<file path="src/rtl/pipe_hazard_ctrl_pkg.sv">
// Shared definitions for the pipeline sequencing controller: FSM encodings,
// the hardwired-zero register index, drain depth and control-bundle constants.
package pipe_hazard_ctrl_pkg;

  typedef enum logic [1:0] {
    ST_IDLE = 2'd0,
    ST_RUN  = 2'd1,
    ST_HALT = 2'd2
  } state_e;

  localparam int unsigned X0_REG      = 0;
  localparam logic [1:0]  DRAIN_DEPTH = 2'd2;

  typedef struct packed {
    logic pc_write;
    logic ifid_write;
    logic ifid_flush;
    logic idex_bubble;
  } ctrl_t;

  // Stall and halt both freeze fetch and inject a bubble, exactly like IDLE.
  localparam ctrl_t CTRL_HOLD  = '{pc_write: 1'b0, ifid_write: 1'b0, ifid_flush: 1'b0, idex_bubble: 1'b1};
  localparam ctrl_t CTRL_FLUSH = '{pc_write: 1'b1, ifid_write: 1'b1, ifid_flush: 1'b1, idex_bubble: 1'b1};
  localparam ctrl_t CTRL_ISSUE = '{pc_write: 1'b1, ifid_write: 1'b1, ifid_flush: 1'b0, idex_bubble: 1'b0};

endpackage

</file>
<file path="src/rtl/pipe_hazard_ctrl_hazard_cmp.sv">
// Source-operand check against the EX/MEM destination scoreboard; pure combinational.
// Reads of x0 never hit since x0 is hardwired to zero.
module pipe_hazard_ctrl_hazard_cmp
  import pipe_hazard_ctrl_pkg::*;
#(
  parameter int REG_ADDR_W = 5
) (
  input  logic [REG_ADDR_W-1:0] rs,
  input  logic                  rs_used,
  input  logic [REG_ADDR_W-1:0] ex_rd,
  input  logic                  ex_wr,
  input  logic [REG_ADDR_W-1:0] mem_rd,
  input  logic                  mem_wr,
  output logic                  hit
);

  logic ex_match;
  logic mem_match;

  assign ex_match  = ex_wr  && (rs == ex_rd);
  assign mem_match = mem_wr && (rs == mem_rd);
  assign hit       = rs_used && (rs != REG_ADDR_W'(X0_REG)) && (ex_match || mem_match);

endmodule

</file>
<file path="src/rtl/pipe_hazard_ctrl.sv">
// Pipeline sequencing controller: RAW stall / branch squash / start-halt-drain.
// Optional perf counters enabled by PIPE_HAZARD_CTRL_PERF_CNT_EN.
module pipe_hazard_ctrl
  import pipe_hazard_ctrl_pkg::*;
#(
  parameter int REG_ADDR_W = 5,
  parameter int CNT_W      = 32
) (
  input  logic                  clk_i,
  input  logic                  rst_i,
  input  logic                  start_i,
  input  logic                  id_valid_i,
  input  logic [REG_ADDR_W-1:0] id_rs1_i,
  input  logic [REG_ADDR_W-1:0] id_rs2_i,
  input  logic                  id_rs1_used_i,
  input  logic                  id_rs2_used_i,
  input  logic [REG_ADDR_W-1:0] id_rd_i,
  input  logic                  id_reg_write_i,
  input  logic                  id_halt_i,
  input  logic                  ex_branch_taken_i,
  output logic                  pc_write_o,
  output logic                  ifid_write_o,
  output logic                  ifid_flush_o,
  output logic                  idex_bubble_o,
  output logic                  halted_o,
  output logic [CNT_W-1:0]      stall_cnt_o,
  output logic [CNT_W-1:0]      flush_cnt_o
);

  state_e                state;
  logic [1:0]            drain_cnt;
  logic [REG_ADDR_W-1:0] ex_rd;
  logic                  ex_wr;
  logic [REG_ADDR_W-1:0] mem_rd;
  logic                  mem_wr;

  logic  rs1_hit;
  logic  rs2_hit;
  logic  hazard;
  logic  take_halt;
  logic  take_issue;
  ctrl_t ctrl;

  pipe_hazard_ctrl_hazard_cmp #(.REG_ADDR_W(REG_ADDR_W)) u_cmp_rs1 (
    .rs      (id_rs1_i),
    .rs_used (id_rs1_used_i),
    .ex_rd   (ex_rd),
    .ex_wr   (ex_wr),
    .mem_rd  (mem_rd),
    .mem_wr  (mem_wr),
    .hit     (rs1_hit)
  );

  pipe_hazard_ctrl_hazard_cmp #(.REG_ADDR_W(REG_ADDR_W)) u_cmp_rs2 (
    .rs      (id_rs2_i),
    .rs_used (id_rs2_used_i),
    .ex_rd   (ex_rd),
    .ex_wr   (ex_wr),
    .mem_rd  (mem_rd),
    .mem_wr  (mem_wr),
    .hit     (rs2_hit)
  );

  assign hazard = id_valid_i && (rs1_hit || rs2_hit);

  // Branch squash outranks hazard, which outranks halt acceptance.
  always_comb begin
    ctrl       = CTRL_HOLD;
    take_halt  = 1'b0;
    take_issue = 1'b0;
    if (state == ST_RUN) begin
      if (ex_branch_taken_i) begin
        ctrl = CTRL_FLUSH;
      end else if (hazard) begin
        ctrl = CTRL_HOLD;
      end else if (id_valid_i && id_halt_i) begin
        ctrl      = CTRL_HOLD;
        take_halt = 1'b1;
      end else begin
        ctrl       = CTRL_ISSUE;
        take_issue = 1'b1;
      end
    end
  end

  assign pc_write_o    = ctrl.pc_write;
  assign ifid_write_o  = ctrl.ifid_write;
  assign ifid_flush_o  = ctrl.ifid_flush;
  assign idex_bubble_o = ctrl.idex_bubble;

  always_ff @(posedge clk_i or posedge rst_i) begin
    if (rst_i) begin
      state     <= ST_IDLE;
      drain_cnt <= 2'd0;
    end else begin
      case (state)
        ST_IDLE: begin
          if (start_i) state <= ST_RUN;
        end
        ST_RUN: begin
          if (take_halt) begin
            state     <= ST_HALT;
            drain_cnt <= DRAIN_DEPTH;
          end
        end
        ST_HALT: begin
          if (drain_cnt != 2'd0) drain_cnt <= drain_cnt - 2'd1;
        end
        default: state <= ST_IDLE;
      endcase
    end
  end

  // Only an issued instruction enters EX; every other cycle shifts in a bubble.
  always_ff @(posedge clk_i or posedge rst_i) begin
    if (rst_i) begin
      ex_rd  <= '0;
      ex_wr  <= 1'b0;
      mem_rd <= '0;
      mem_wr <= 1'b0;
    end else begin
      mem_rd <= ex_rd;
      mem_wr <= ex_wr;
      if (take_issue && id_valid_i) begin
        ex_rd <= id_rd_i;
        ex_wr <= id_reg_write_i && (id_rd_i != REG_ADDR_W'(X0_REG));
      end else begin
        ex_rd <= '0;
        ex_wr <= 1'b0;
      end
    end
  end

  assign halted_o = (state == ST_HALT) && !ex_wr && !mem_wr && (drain_cnt == 2'd0);

`ifdef PIPE_HAZARD_CTRL_PERF_CNT_EN
  logic             stall_evt;
  logic             flush_evt;
  logic [CNT_W-1:0] stall_cnt;
  logic [CNT_W-1:0] flush_cnt;

  assign stall_evt = (state == ST_RUN) && !ex_branch_taken_i && hazard;
  assign flush_evt = (state == ST_RUN) && ex_branch_taken_i;

  // Saturating: a pegged counter stays at all-ones rather than wrapping.
  always_ff @(posedge clk_i or posedge rst_i) begin
    if (rst_i) begin
      stall_cnt <= '0;
      flush_cnt <= '0;
    end else begin
      if (stall_evt && (stall_cnt != '1)) stall_cnt <= stall_cnt + CNT_W'(1);
      if (flush_evt && (flush_cnt != '1)) flush_cnt <= flush_cnt + CNT_W'(1);
    end
  end

  assign stall_cnt_o = stall_cnt;
  assign flush_cnt_o = flush_cnt;
`else
  assign stall_cnt_o = '0;
  assign flush_cnt_o = '0;
`endif

endmodule

</file>
<file path="config.mk">
export PLATFORM = sky130hd
export DESIGN_NAME = pipe_hazard_ctrl
export DESIGN_NICKNAME = d
export VERILOG_FILES = /design/src/rtl/pipe_hazard_ctrl_pkg.sv /design/src/rtl/pipe_hazard_ctrl_hazard_cmp.sv /design/src/rtl/pipe_hazard_ctrl.sv
export SDC_FILE = /design/constraint.sdc
export NUM_CORES = 1
export LEC_CHECK = 0
export CAP_MARGIN = 10
export CORE_MARGIN = 5
export CORE_UTILIZATION = 39
export DETAILED_ROUTE_END_ITERATION = 10
export PLACE_DENSITY = 0.88
export SYNTH_ARGS = -nofsm -noshare
export SYNTH_HDL_FRONTEND = slang
export SYNTH_HIERARCHICAL = 1
export SYNTH_SLANG_ARGS = --single-unit
</file>
<file path="constraint.sdc">
create_clock -name clk_i -period 4.55 [get_ports clk_i]
set_input_delay 0.91 -clock clk_i [delete_from_list [all_inputs] [get_ports clk_i]]
set_output_delay 0.91 -clock clk_i [all_outputs]
set_load 0.01 [all_outputs]
</file>
==> qor.csv, run 1 <==
stage;metric;value;unit
status;status;completed;
floorplanning;Die Span X;70.1;um
cts;TritonCTS clock tree;built;
cts;root buf cell;clkbuf_4;
cts;TritonCTS Sinks;16;
yosys;synth warn;6;
pwr;worst vdd rail ir drop;0.000124;V
global_route;routing usage on met2;0.149;
pwr;Psw;0.116;mW
final_layout;ANT cells;0;
placement;DP Wirelength;2240;um
critical_path;Startpoint Class;input port;
final_layout;Layout fillers;361;
critical_path;most frequent CP cell;clkdlybuf4s50_1;
critical_path;WS Path Type;in -> out;
global_route;initial antenna violation count;0;
pwr;P_leak;0.768;nW
pwr;Int Pwr;0.252;mW
cts;Post-CTS Resized;0;
sta;Slew headroom;0.618;
critical_path;crit path max fanout;3;
route;DR WL/cell;11.1;um
yosys;FF+latch count, synth;16;
global_route;grt met1 use;0.118;
cts;register clock-pin slew on the reported worst setup and hold paths;80;ps
route;1st-iter DRT viols;16;
final_layout;share of layout cells above drive strength 1;0.0656;
global_route;met3 GRT Util;0.0230;
pwr;Clock power frac;0.244;
placement;Port Buffer Count;28;
global_route;gr busiest metal;met2;
sta;Finish-stage setup viols;0;
floorplanning;row count;21;
global_route;GRT overflow;0;
cts;htree depth;1;
pwr;Switching Fraction;0.316;
cts;CTS buffer count;3;
final_layout;area growth from synthesis to layout;8.70;%
final_layout;most frequent cells in the layout;conb_1, clkdlybuf4s50_1, dfrtp_1, xor2_1, nand3_1;
placement;RePlAce Congestion;0.862;
yosys;sequential area share after synthesis;0.284;
route;residual DRC count;0;
sta;RSZ-0062 raised after global routing;no;
floorplanning;Die ar.;4920;sq um
sta;Final Critical Period;4250;ps
floorplanning;I/O Pins;93;
route;DRT antenna net count;0;
route;Vias/cell;3.90;
critical_path;Worst EP arrival;3340;ps
cts;Post-CTS Setup Bufs;0;
critical_path;worst path required time;3640;ps
global_route;vias in the first global route;803;
final_layout;Net count, final;209;
sta;Hold Vio Cnt, Final;0;
yosys;Syn Inst Count;153;
sta;maximum clock frequency;0.235;GHz
sta;TNS Setup;0;ps
cts;Max clock buf depth;2;
sta;Slew Viols, Final;0;
final_layout;most common cell after layout, fill and taps aside;conb_1;
sta;WHS;458;ps
critical_path;R2R Setup Slk;2580;ps
floorplanning;core area;3420;sq um
pwr;PD cells;240;nW/um^2
sta;Worst Max-Slew Pin Slew;573;ps
yosys;cell area after synthesis;1410;sq um
cts;CTS Hold Bufs;0;
cts;Clk Latency, worst-skew pair;280;ps
route;vias;894;
pwr;Reg power frac;0.438;
critical_path;CP top delay family;buffers and inverters;
sta;Clock Skews;6.08;ps
global_route;GRT Util Overall;0.0914;
critical_path;CP Buf/Inv Count;2;
route;routed wire length;2530;um
global_route;global-route wire length before repair;3690;um
critical_path;crit end category;primary output;
global_route;largest net degree at the start of global routing;17;
critical_path;slowest cell delay on critical path;550;ps
critical_path;CP cell instances;clkdlybuf4s50_1 -> or4_1 -> o21ai_1 -> a21oi_1 -> or3_1 -> a211o_2 -> clkdlybuf4s50_1;
yosys;number of distinct library cells after synthesis;33;
pwr;Comb power frac;0.318;
sta;post-route clock period utilization;0.934;
critical_path;CP max stage cell;or4_1;
floorplanning;height of the chip;70.1;um
route;drt pass-1 iters;4;
yosys;mean post-synth cell area;9.22;sq um
floorplanning;Initial Util;0.413;
min_path;HP Class;reg -> reg;
job;Max-Cap Viols;0;
cell usage after synthesis:
library cell	n	area [sq um]
nand2_1	1	3.75
nor3_4	1	16.3
a21oi_1	2	10.0
nor3_1	1	5.00
nor4_2	2	25.0
o311a_1	1	10.0
ha_1	1	12.5
and3_1	1	6.26
xnor2_1	4	35.0
a311oi_1	1	8.76
nand2b_1	4	25.0
o21ai_0	1	5.00
or4b_4	1	13.8
and2_1	3	18.8
xor2_1	16	140
buf_4	65	488
or3_1	2	12.5
a31oi_1	1	6.26
nor2_1	4	15.0
nor2b_1	1	6.26
nand4b_1	1	8.76
nor4b_1	1	8.76
or4_1	2	15.0
nor4_1	2	12.5
a211oi_1	1	7.51
a211o_2	1	10.0
a22oi_1	1	7.51
dfrtp_1	16	400
inv_1	4	15.0
o21ai_1	2	10.0
and2_2	3	22.5
conb_1	1	3.75
nand3_1	5	25.0
per-stage QoR:
| stage | area, sq um | utilization | total power, mW | setup WS [ps] | instances |
|---|---|---|---|---|---|
| 4_1_cts | 1530 | 0.449 | 0.369 | 307 | 229 |
| 3_5_place_dp | 1500 | 0.438 | 0.280 | 315 | 225 |
| 2_1_floorplan | 1650 | - | 0.274 | 1170 | 216 |
| 5_1_grt | 1530 | 0.449 | 0.386 | 209 | 229 |
| 3_3_place_gp | 1500 | 0.438 | 0.276 | 331 | 225 |
| 6_report | 1530 | 0.449 | 0.368 | 302 | 229 |
final timing paths:
check	startpoint	endpoint	cells past startpoint
max in group asynchronous	rst_i	mem_rd[0]	2
hold / removal	ex_rd[1]	mem_rd[1]	0
min in group asynchronous	rst_i	ex_wr	2
setup / recovery	id_rs1_i[4]	idex_bubble_o	7
setup reg to reg	ex_rd[0]	ex_wr	7
hold reg to reg	ex_rd[1]	mem_rd[1]	0
cells by family (layout without fill, tap and decap cells):
kind of cell | count (synthesis) | after routing | synth area share
buffers and inverters | 69 | 36 | 0.357
AND/OR/NAND/NOR | 35 | 35 | 0.170
XOR/XNOR | 20 | 20 | 0.124
flip-flops | 16 | 16 | 0.284
AO/OA/AOI/OAI | 11 | 11 | 0.0532
adder cells (fa/ha/maj) | 1 | 1 | 0.00887
other | 1 | 64 | 0.00266
cell type report:
type / count / area [sq um] / share of cell area
inverters: 4 / 15.0 / 0.00980
well taps: 46 / 57.6 / 0.0376
repair buffers: 28 / 280 / 0.183
clock buffers: 4 / 36.3 / 0.0237
flip-flops and latches: 16 / 400 / 0.261
multi-input cells: 131 / 743 / 0.485
state kept, by name, indices dropped and copies added (netlist names):
name	count
ex_rd	5
state	2
ex_wr	1
drain_cnt	2
mem_rd	5
mem_wr	1
metal layers:
layer	share of wire	up-vias	wire, um
met5	0	-	0
li1	-	436	-
met1	0.41	400	1050
met4	0.0047	0	12
met3	0.12	2	302
met2	0.46	56	1170
power groups by stage:
stage	sequential, mW	clock [mW]	combinational (mW)
global placement	0.163	0	0.113
CTS	0.161	0.0916	0.116
global route	0.163	0.0958	0.128
detailed placement	0.164	0	0.116
floorplan	0.161	0	0.113
finish	0.161	0.0898	0.117
Power figures use the tool's default switching activity.
==> run 2: changes to the inputs <==
--- a/config.mk
+++ b/config.mk
@@ -9,6 +9,7 @@
 export CORE_MARGIN = 5
 export CORE_UTILIZATION = 39
 export DETAILED_ROUTE_END_ITERATION = 10
+export GPL_TIMING_DRIVEN = 0
 export PLACE_DENSITY = 0.88
 export SYNTH_ARGS = -nofsm -noshare
 export SYNTH_HDL_FRONTEND = slang
==> qor.csv, run 2 (same netlist as run 1, synthesis figures left out) <==
stage;metric;value;unit;change
cts;Max clock buf depth;2;;unchanged
final_layout;ANT cells;0;;unchanged
final_layout;footprint of the multi-input gates;743;sq um;unchanged
global_route;GRT Util Overall;0.107;;+0.0158
cts;Post-CTS Setup Bufs;0;;unchanged
cts;root buf cell;clkbuf_4;;
sta;Finish-stage setup viols;0;;unchanged
route;1st-iter DRT viols;28;;+12
final_layout;Reg area;400;sq um;unchanged
final_layout;most common cell after layout, fill and taps aside;buf_4;;
pwr;Clock power frac;0.220;;-0.024
critical_path;worst path required time;3640;ps;about the same
route;DR WL/cell;9.55;um;-14%
placement;DP Wirelength;2460;um;+9.7%
pwr;PD cells;205;nW/um^2;-14%
floorplanning;height of the chip;70.1;um;unchanged
floorplanning;row count;21;;unchanged
global_route;global-route wire length before repair;4360;um;+18%
global_route;GRT overflow;0;;unchanged
sta;Slew Viols, Final;0;;unchanged
pwr;Int Pwr;0.290;mW;+15%
critical_path;WS Path Type;in -> out;;
final_layout;Net count, final;274;;+31%
floorplanning;Die Span X;70.1;um;unchanged
sta;RSZ-0062 raised after global routing;no;;
sta;Slew headroom;0.616;;-0.00165
final_layout;share of layout cells above drive strength 1;0.310;;+0.245
floorplanning;I/O Pins;93;;unchanged
final_layout;biggest regs;ex_rd (5), mem_rd (5);;
placement;pre-CTS setup slack;193;ps;-122 ps
pwr;Psw;0.125;mW;+7.8%
min_path;HP Class;reg -> reg;;
sta;TNS Setup;0;ps;unchanged
pwr;Comb power frac;0.391;;+0.073
critical_path;Startpoint Class;input port;;
floorplanning;core area;3420;sq um;unchanged
final_layout;most frequent cells in the layout;buf_4, conb_1, clkdlybuf4s50_1;;
sta;WHS;458;ps;-0.295 ps
final_layout;Non-Filler Instances;294;;+28%
sta;Clock Skews;7.07;ps;+0.993 ps
critical_path;crit path max fanout;3;;unchanged
route;routed wire length;2810;um;+11%
global_route;largest net degree at the start of global routing;17;;unchanged
cts;Post-CTS Resized;0;;unchanged
pwr;P_leak;1.12;nW;+46%
sta;Worst Max-Slew Pin Slew;575;ps;+2.48 ps
global_route;initial antenna violation count;0;;unchanged
cts;CTS buffer count;3;;unchanged
placement;Port Buffer Count;28;;unchanged
route;drt pass-1 iters;4;;unchanged
cts;CTS Hold Bufs;0;;unchanged
route;vias;1098;;+23%
cts;Clk Latency, worst-skew pair;280;ps;about the same
final_layout;area growth from synthesis to layout;43.3;%;
sta;Hold Vio Cnt, Final;0;;unchanged
global_route;vias in the first global route;1005;;+25%
sta;maximum clock frequency;0.230;GHz;-2.4%
pwr;Switching Fraction;0.302;;-0.0141
sta;Final Critical Period;4350;ps;+106 ps
final_layout;Layout fillers;320;;-11%
floorplanning;Die ar.;4920;sq um;unchanged
critical_path;crit end category;primary output;;
job;Max-Cap Viols;0;;unchanged
status;status;completed;;
cts;TritonCTS Sinks;16;;unchanged
cts;register clock-pin slew on the reported worst setup and hold paths;80;ps;about the same
sta;post-route clock period utilization;0.957;;+0.0232
route;DRT antenna net count;0;;unchanged
pwr;Reg power frac;0.389;;-0.049
route;residual DRC count;0;;unchanged
route;Vias/cell;3.73;;-4.3%
floorplanning;Initial Util;0.413;;unchanged
cts;htree depth;1;;unchanged
placement;RePlAce Congestion;0.890;;+3.2%
cts;TritonCTS clock tree;built;;
pwr;worst vdd rail ir drop;0.000105;V;-16%
placement;Inst Count DP;290;;+29%
critical_path;Worst EP arrival;3440;ps;+100 ps
sta;setup slack after layout;197;ps;-106 ps
==> run 2: cell count changes in the layout (fill, tap and decap cells not counted), sizes merged <==
cell | previous run | this run
buf | 0 | 65
==> run 2: final cells by class <==
class	instances	area share
repair buffers	28	0.139
clock buffers	4	0.0180
plain buffers	65	0.241
flip-flops and latches	16	0.198
multi-input cells	131	0.368
inverters	4	0.00743
well taps	46	0.0285
==> run 2: through the flow <==
step	area, sq um	power [mW]	util
4_1_cts	2020	0.416	0.592
6_report	2020	0.415	0.592
3_3_place_gp	1980	0.320	0.581
5_1_grt	2020	0.440	0.592
2_1_floorplan	1650	0.274	-
3_5_place_dp	1980	0.324	0.581
==> run 2: power by group through the flow <==
stage               clock network, mW  registers (mW)  logic (mW)
global placement                    0           0.163       0.157
detailed placement                  0           0.164       0.159
finish                         0.0914           0.161       0.162
global route                    0.101           0.163       0.177
CTS                            0.0941           0.161       0.160
floorplan                           0           0.161       0.113
==> run 2: path summary, 6_finish.rpt <==
path	end	from	depth (start not counted)	slack, ps
worst min-delay path	mem_rd[1]	ex_rd[1]	0	460
max in group asynchronous	mem_rd[3]	rst_i	2	3200
worst max register to register	ex_wr	ex_rd[3]	7	2600
worst min register to register	mem_rd[1]	ex_rd[1]	0	460
worst max-delay path	pc_write_o	id_rs2_i[1]	8	200
min in group asynchronous	drain_cnt[1]	rst_i	2	970
==> run 2: critical path: stages <==
cell	delay, ps
clkdlybuf4s50_1	470
or4_1	540
o21ai_1	160
a21oi_1	80
or3_1	390
a31oi_1	230
buf_4	140
clkdlybuf4s50_1	520
==> run 2: per-layer routing <==
metal,global-route usage,wire length [um]
met2,0.171,1280
met1,0.129,1200
met4,0.0489,46
met3,0.0373,284
met5,0,0
==> edit 1: new RTL, flow settings as in run 2 <==
Change the package constant `X0_REG` from 0 to 1.
--- a/src/rtl/pipe_hazard_ctrl_pkg.sv
+++ b/src/rtl/pipe_hazard_ctrl_pkg.sv
@@ -10,3 +10,3 @@
 
-  localparam int unsigned X0_REG      = 0;
+  localparam int unsigned X0_REG      = 1;
   localparam logic [1:0]  DRAIN_DEPTH = 2'd2;
Behaviour: not the same (a bounded check fails within 4 cycles, from zero or initial values and one cycle with rst_i high).
==> edit 1 against run 2 <==
- via count fell by 3.9%
- sequential share of layout area about the same
- critical path depth down 1
- design area grew 0.12%
- clock power barely moved
- register-to-register slack about the same
- routed wire length decreased by 4.3%
- power hardly changed
- worst setup slack gained 0.12 ns
- die area up 0.16%
- sequential cell count unchanged
- synthesized area grew 0.18%
- critical endpoint is now idex_bubble_o
- largest cell class unchanged
- highest routed layer unchanged
==> edit 1: results (changes against run 2) <==
[sta]
finClkSkew_ns = 0.00670  ; was 0.00707 ns
maxClockFrequency_ghz = 0.236  ; was 0.230 GHz
timing_worst_slew_pin_value_ns = 0.573  ; was 0.575 ns
timing.hold.ws_ns = 0.448  ; was 0.458 ns

[global_route]
use_met3_pct = 2.58  ; was 3.73%
first_global_vias = 1037  ; was 1005
grt_util_all_layers_pct = 10.4  ; was 10.7%
groute.layer.met2.usage_pct = 17.8  ; was 17.1%
globalRouteMet1Util_pct = 12.4  ; was 12.9%

[synth]
distinct_cells_synth = 32  ; was 33
synthTopCellsByArea = sky130_fd_sc_hd__buf_4 35%, sky130_fd_sc_hd__dfrtp_1 28%, sky130_fd_sc_hd__xor2_1 9.9%  ; unchanged
synth_compound_gate_area_share_pct = 6.47  ; was 5.32%
post_synth_fa_ha_maj_area_fraction_pct = 0.886  ; was 0.887%
synth.cells.most_frequent = 65 x sky130_fd_sc_hd__buf_4, 16 x sky130_fd_sc_hd__dfrtp_1, 16 x sky130_fd_sc_hd__xor2_1  ; unchanged
synth_seq_area_share_pct = 28.3  ; was 28.4%
ys.warnings.count = 6  ; unchanged
synth_xor_area_share_pct = 12.4  ; about the same

[cells_and_area]
seq_cell_count = 16  ; unchanged
post_route_cells_drive_above_1_share_pct = 32.3  ; was 31.0%
clock_distribution_area_overhead_in_the_final_layout_pct = 1.79  ; was 1.80%
insertedDiodeCount = 0  ; unchanged
fillers = 309  ; was 320
bufAreaShareNonClock_pct = 38.0  ; about the same
total_nets_final = 274  ; unchanged
fraction_of_area_in_multi_input_gates_pct = 36.9  ; was 36.8%
seq_area_share_pct = 19.8  ; about the same
post_layout_nonfiller_instances = 294  ; unchanged
layout.core_utilization_pct = 59.2  ; about the same

[setup_path]
rrSetupSlack_ns = 2.59  ; was 2.60 ns
worstPathMaxFanout = 3  ; unchanged
setup.worst_path.start = id_rs2_i[4]  ; was id_rs2_i[1]
cp.arrival_ns = 3.32  ; was 3.44 ns
critical_path_endpoint = idex_bubble_o  ; was pc_write_o
worst_r2r_path_depth = 7  ; unchanged
rr_endpoint = ex_wr  ; unchanged

[power]
static_leakage_nw = 1.13  ; was 1.12 nW
p_sw_mw = 0.125  ; about the same
peakVddDrop_v = 0.0000819  ; was 0.000105 V
fin_total_pwr_mw = 0.415  ; about the same

[route]
drtIter0Drc = 32  ; was 28
routed_wl_mm = 2.69  ; was 2.81 mm
drt-met1-wl_mm = 1.05  ; was 1.20 mm
met3WireLength_microns = 244  ; was 284 microns
drt-pass1-iter-count = 4  ; unchanged
met2_wirelength_mm = 1.34  ; was 1.28 mm
via_count = 1055  ; was 1098

[clock_network]
clock_latency_ns = 0.28  ; about the same

[placement]
place_ws_ns = 0.313  ; was 0.193 ns
io_buffer_count = 28  ; unchanged
detailed_place_hpwl_mm = 2.45  ; was 2.46 mm
finalWeightedCongestion = 0.828  ; was 0.890

[min_path]
holdPathEnd = mem_wr  ; was mem_rd[1]
min-delay-start = ex_wr  ; was ex_rd[1]

[outcome]
run_status = complete, no violations  ; unchanged

==> edit 1: cell count changes after synthesis, moves of 2 or more <==
| cell | delta |
|---|---|
| sky130_fd_sc_hd__or4b_1 | +2 |
| sky130_fd_sc_hd__or4_1 | -2 |
| sky130_fd_sc_hd__and2_1 | -2 |
| sky130_fd_sc_hd__a21o_1 | +2 |
| sky130_fd_sc_hd__or3_1 | -2 |
| sky130_fd_sc_hd__and2_2 | +2 |
==> edit 1: critical path: stages <==
cell and delay [ns]:
sky130_fd_sc_hd__clkdlybuf4s50_1 0.47, sky130_fd_sc_hd__or4b_1 0.53, sky130_fd_sc_hd__o21ai_1 0.15, sky130_fd_sc_hd__a21oi_1 0.08
sky130_fd_sc_hd__o31a_1 0.29, sky130_fd_sc_hd__or3_2 0.40, sky130_fd_sc_hd__clkdlybuf4s50_1 0.49
==> edit 2: new RTL, config.mk and constraints of run 2 <==
Without the edit above. Re-encode `state_e` (3 states) as one-hot, 3 bits wide.
--- a/src/rtl/pipe_hazard_ctrl_pkg.sv
+++ b/src/rtl/pipe_hazard_ctrl_pkg.sv
@@ -4,6 +4,6 @@
 
-  typedef enum logic [1:0] {
-    ST_IDLE = 2'd0,
-    ST_RUN  = 2'd1,
-    ST_HALT = 2'd2
+  typedef enum logic [2:0] {
+    ST_IDLE = 3'b001,
+    ST_RUN  = 3'b010,
+    ST_HALT = 3'b100
   } state_e;
Check against the original RTL: no difference found for any inputs over 10 cycles, from zero or initial values and one cycle with rst_i high; not proved beyond that.
==> edit 2 against run 2 <==
- sequential cell count grew 1
- cell count grew 1.4%
- power grew 22%
- worst setup slack gained 0.15 ns
- hold slack lost 0.014 ns
- clock power grew 18%
- design area grew 2.4%
- sequential power grew 20%
- routed wire length shrank 4.0%
- clock skew shrank 0.0049 ns
- synthesized area grew 2.6%
- global-route usage grew 0.81 points
- largest power group unchanged
==> edit 2: results (changes against run 2) <==
[synth]
synth.avg_cell_area_sq_um = 9.33  ; was 9.22 sq um
post_synth_fa_ha_maj_area_fraction_pct = 0.865  ; was 0.887%
synth_seq_area_share_pct = 29.5  ; was 28.4%
synth.cells.most_frequent = 65 x sky130_fd_sc_hd__buf_4, 16 x sky130_fd_sc_hd__dfrtp_1, 16 x sky130_fd_sc_hd__xor2_1  ; unchanged
synthTopCellsByArea = sky130_fd_sc_hd__buf_4 34%, sky130_fd_sc_hd__dfrtp_1 28%, sky130_fd_sc_hd__xor2_1 9.7%  ; was sky130_fd_sc_hd__buf_4 35%, sky130_fd_sc_hd__dfrtp_1 28%, sky130_fd_sc_hd__xor2_1 9.9%
synth_compound_gate_area_share_pct = 5.54  ; was 5.32%
distinct_cells_synth = 32  ; was 33

[route]
routed_wl_mm = 2.70  ; was 2.81 mm
via_per_inst = 3.60  ; was 3.73
drtIter0Drc = 22  ; was 28

[cells_and_area]
post_layout_nonfiller_instances = 298  ; was 294
fillers = 334  ; was 320
total_nets_final = 276  ; was 274

[sta]
timing.slew.headroom_pct = 60.7  ; was 61.6%
timing.hold.ws_ns = 0.444  ; was 0.458 ns

[global_route]
grt_pass1_wl_mm = 4.71  ; was 4.36 mm
grt_util_all_layers_pct = 11.5  ; was 10.7%
first_global_vias = 1111  ; was 1005

[setup_path]
cp.arrival_ns = 3.29  ; was 3.44 ns
rrSetupSlack_ns = 2.56  ; was 2.60 ns
critical_path.reg2reg.startpoint = ex_rd[0]  ; was ex_rd[3]
slowest_delay_ns = 0.56  ; was 0.54 ns

[clock_network]
clock_tree.root_cell = sky130_fd_sc_hd__clkbuf_8  ; was sky130_fd_sc_hd__clkbuf_4
clock_latency_ns = 0.25  ; was 0.28 ns

[outcome]
run_status = complete, no violations  ; unchanged

[placement]
finalWeightedCongestion = 0.879  ; was 0.890
place_ws_ns = 0.360  ; was 0.193 ns
detailed_place_hpwl_mm = 2.44  ; was 2.46 mm
numPlacedInstances = 294  ; was 290

[power]
fin_total_pwr_mw = 0.506  ; was 0.415 mW
comb-power_mw = 0.204  ; was 0.162 mW
p_sw_mw = 0.158  ; was 0.125 mW
power.sequential.fraction_pct = 38.3  ; was 38.9%

[min_path]
min-delay-start = ex_wr  ; was ex_rd[1]

==> edit 2: layer usage <==
metal | vias to the layer above | wire (microns) | GRT usage, %
met1 | 434 | 1070 | 14.4
met4 | 0 | 68 | 5.22
met3 | 7 | 313 | 3.27
li1 | 571 | - | -
met2 | 62 | 1240 | 18.4
met5 | - | 0 | 0
==> edit 2: worst max path at each step <==
stage	cells after the start	start	endpoint
after detailed placement	9	id_rs2_i[1]	pc_write_o
final	9	id_rs2_i[1]	pc_write_o
after floorplan	7	id_rs2_i[1]	pc_write_o
after global placement	9	id_rs2_i[1]	pc_write_o
after CTS	9	id_rs2_i[1]	pc_write_o
after global routing	9	id_rs2_i[1]	pc_write_o
==> edit 2: cell type report <==
cell class	instances	area [sq um]	area share, %
plain buffers	65	488	23.6
clock buffers	3	41.3	2.00
multi-input cells	132	753	36.4
clock inverters	1	5.00	0.242
inverters	4	15.0	0.726
flip-flops and latches	17	427	20.6
well taps	48	60.1	2.90
repair buffers	28	280	13.5
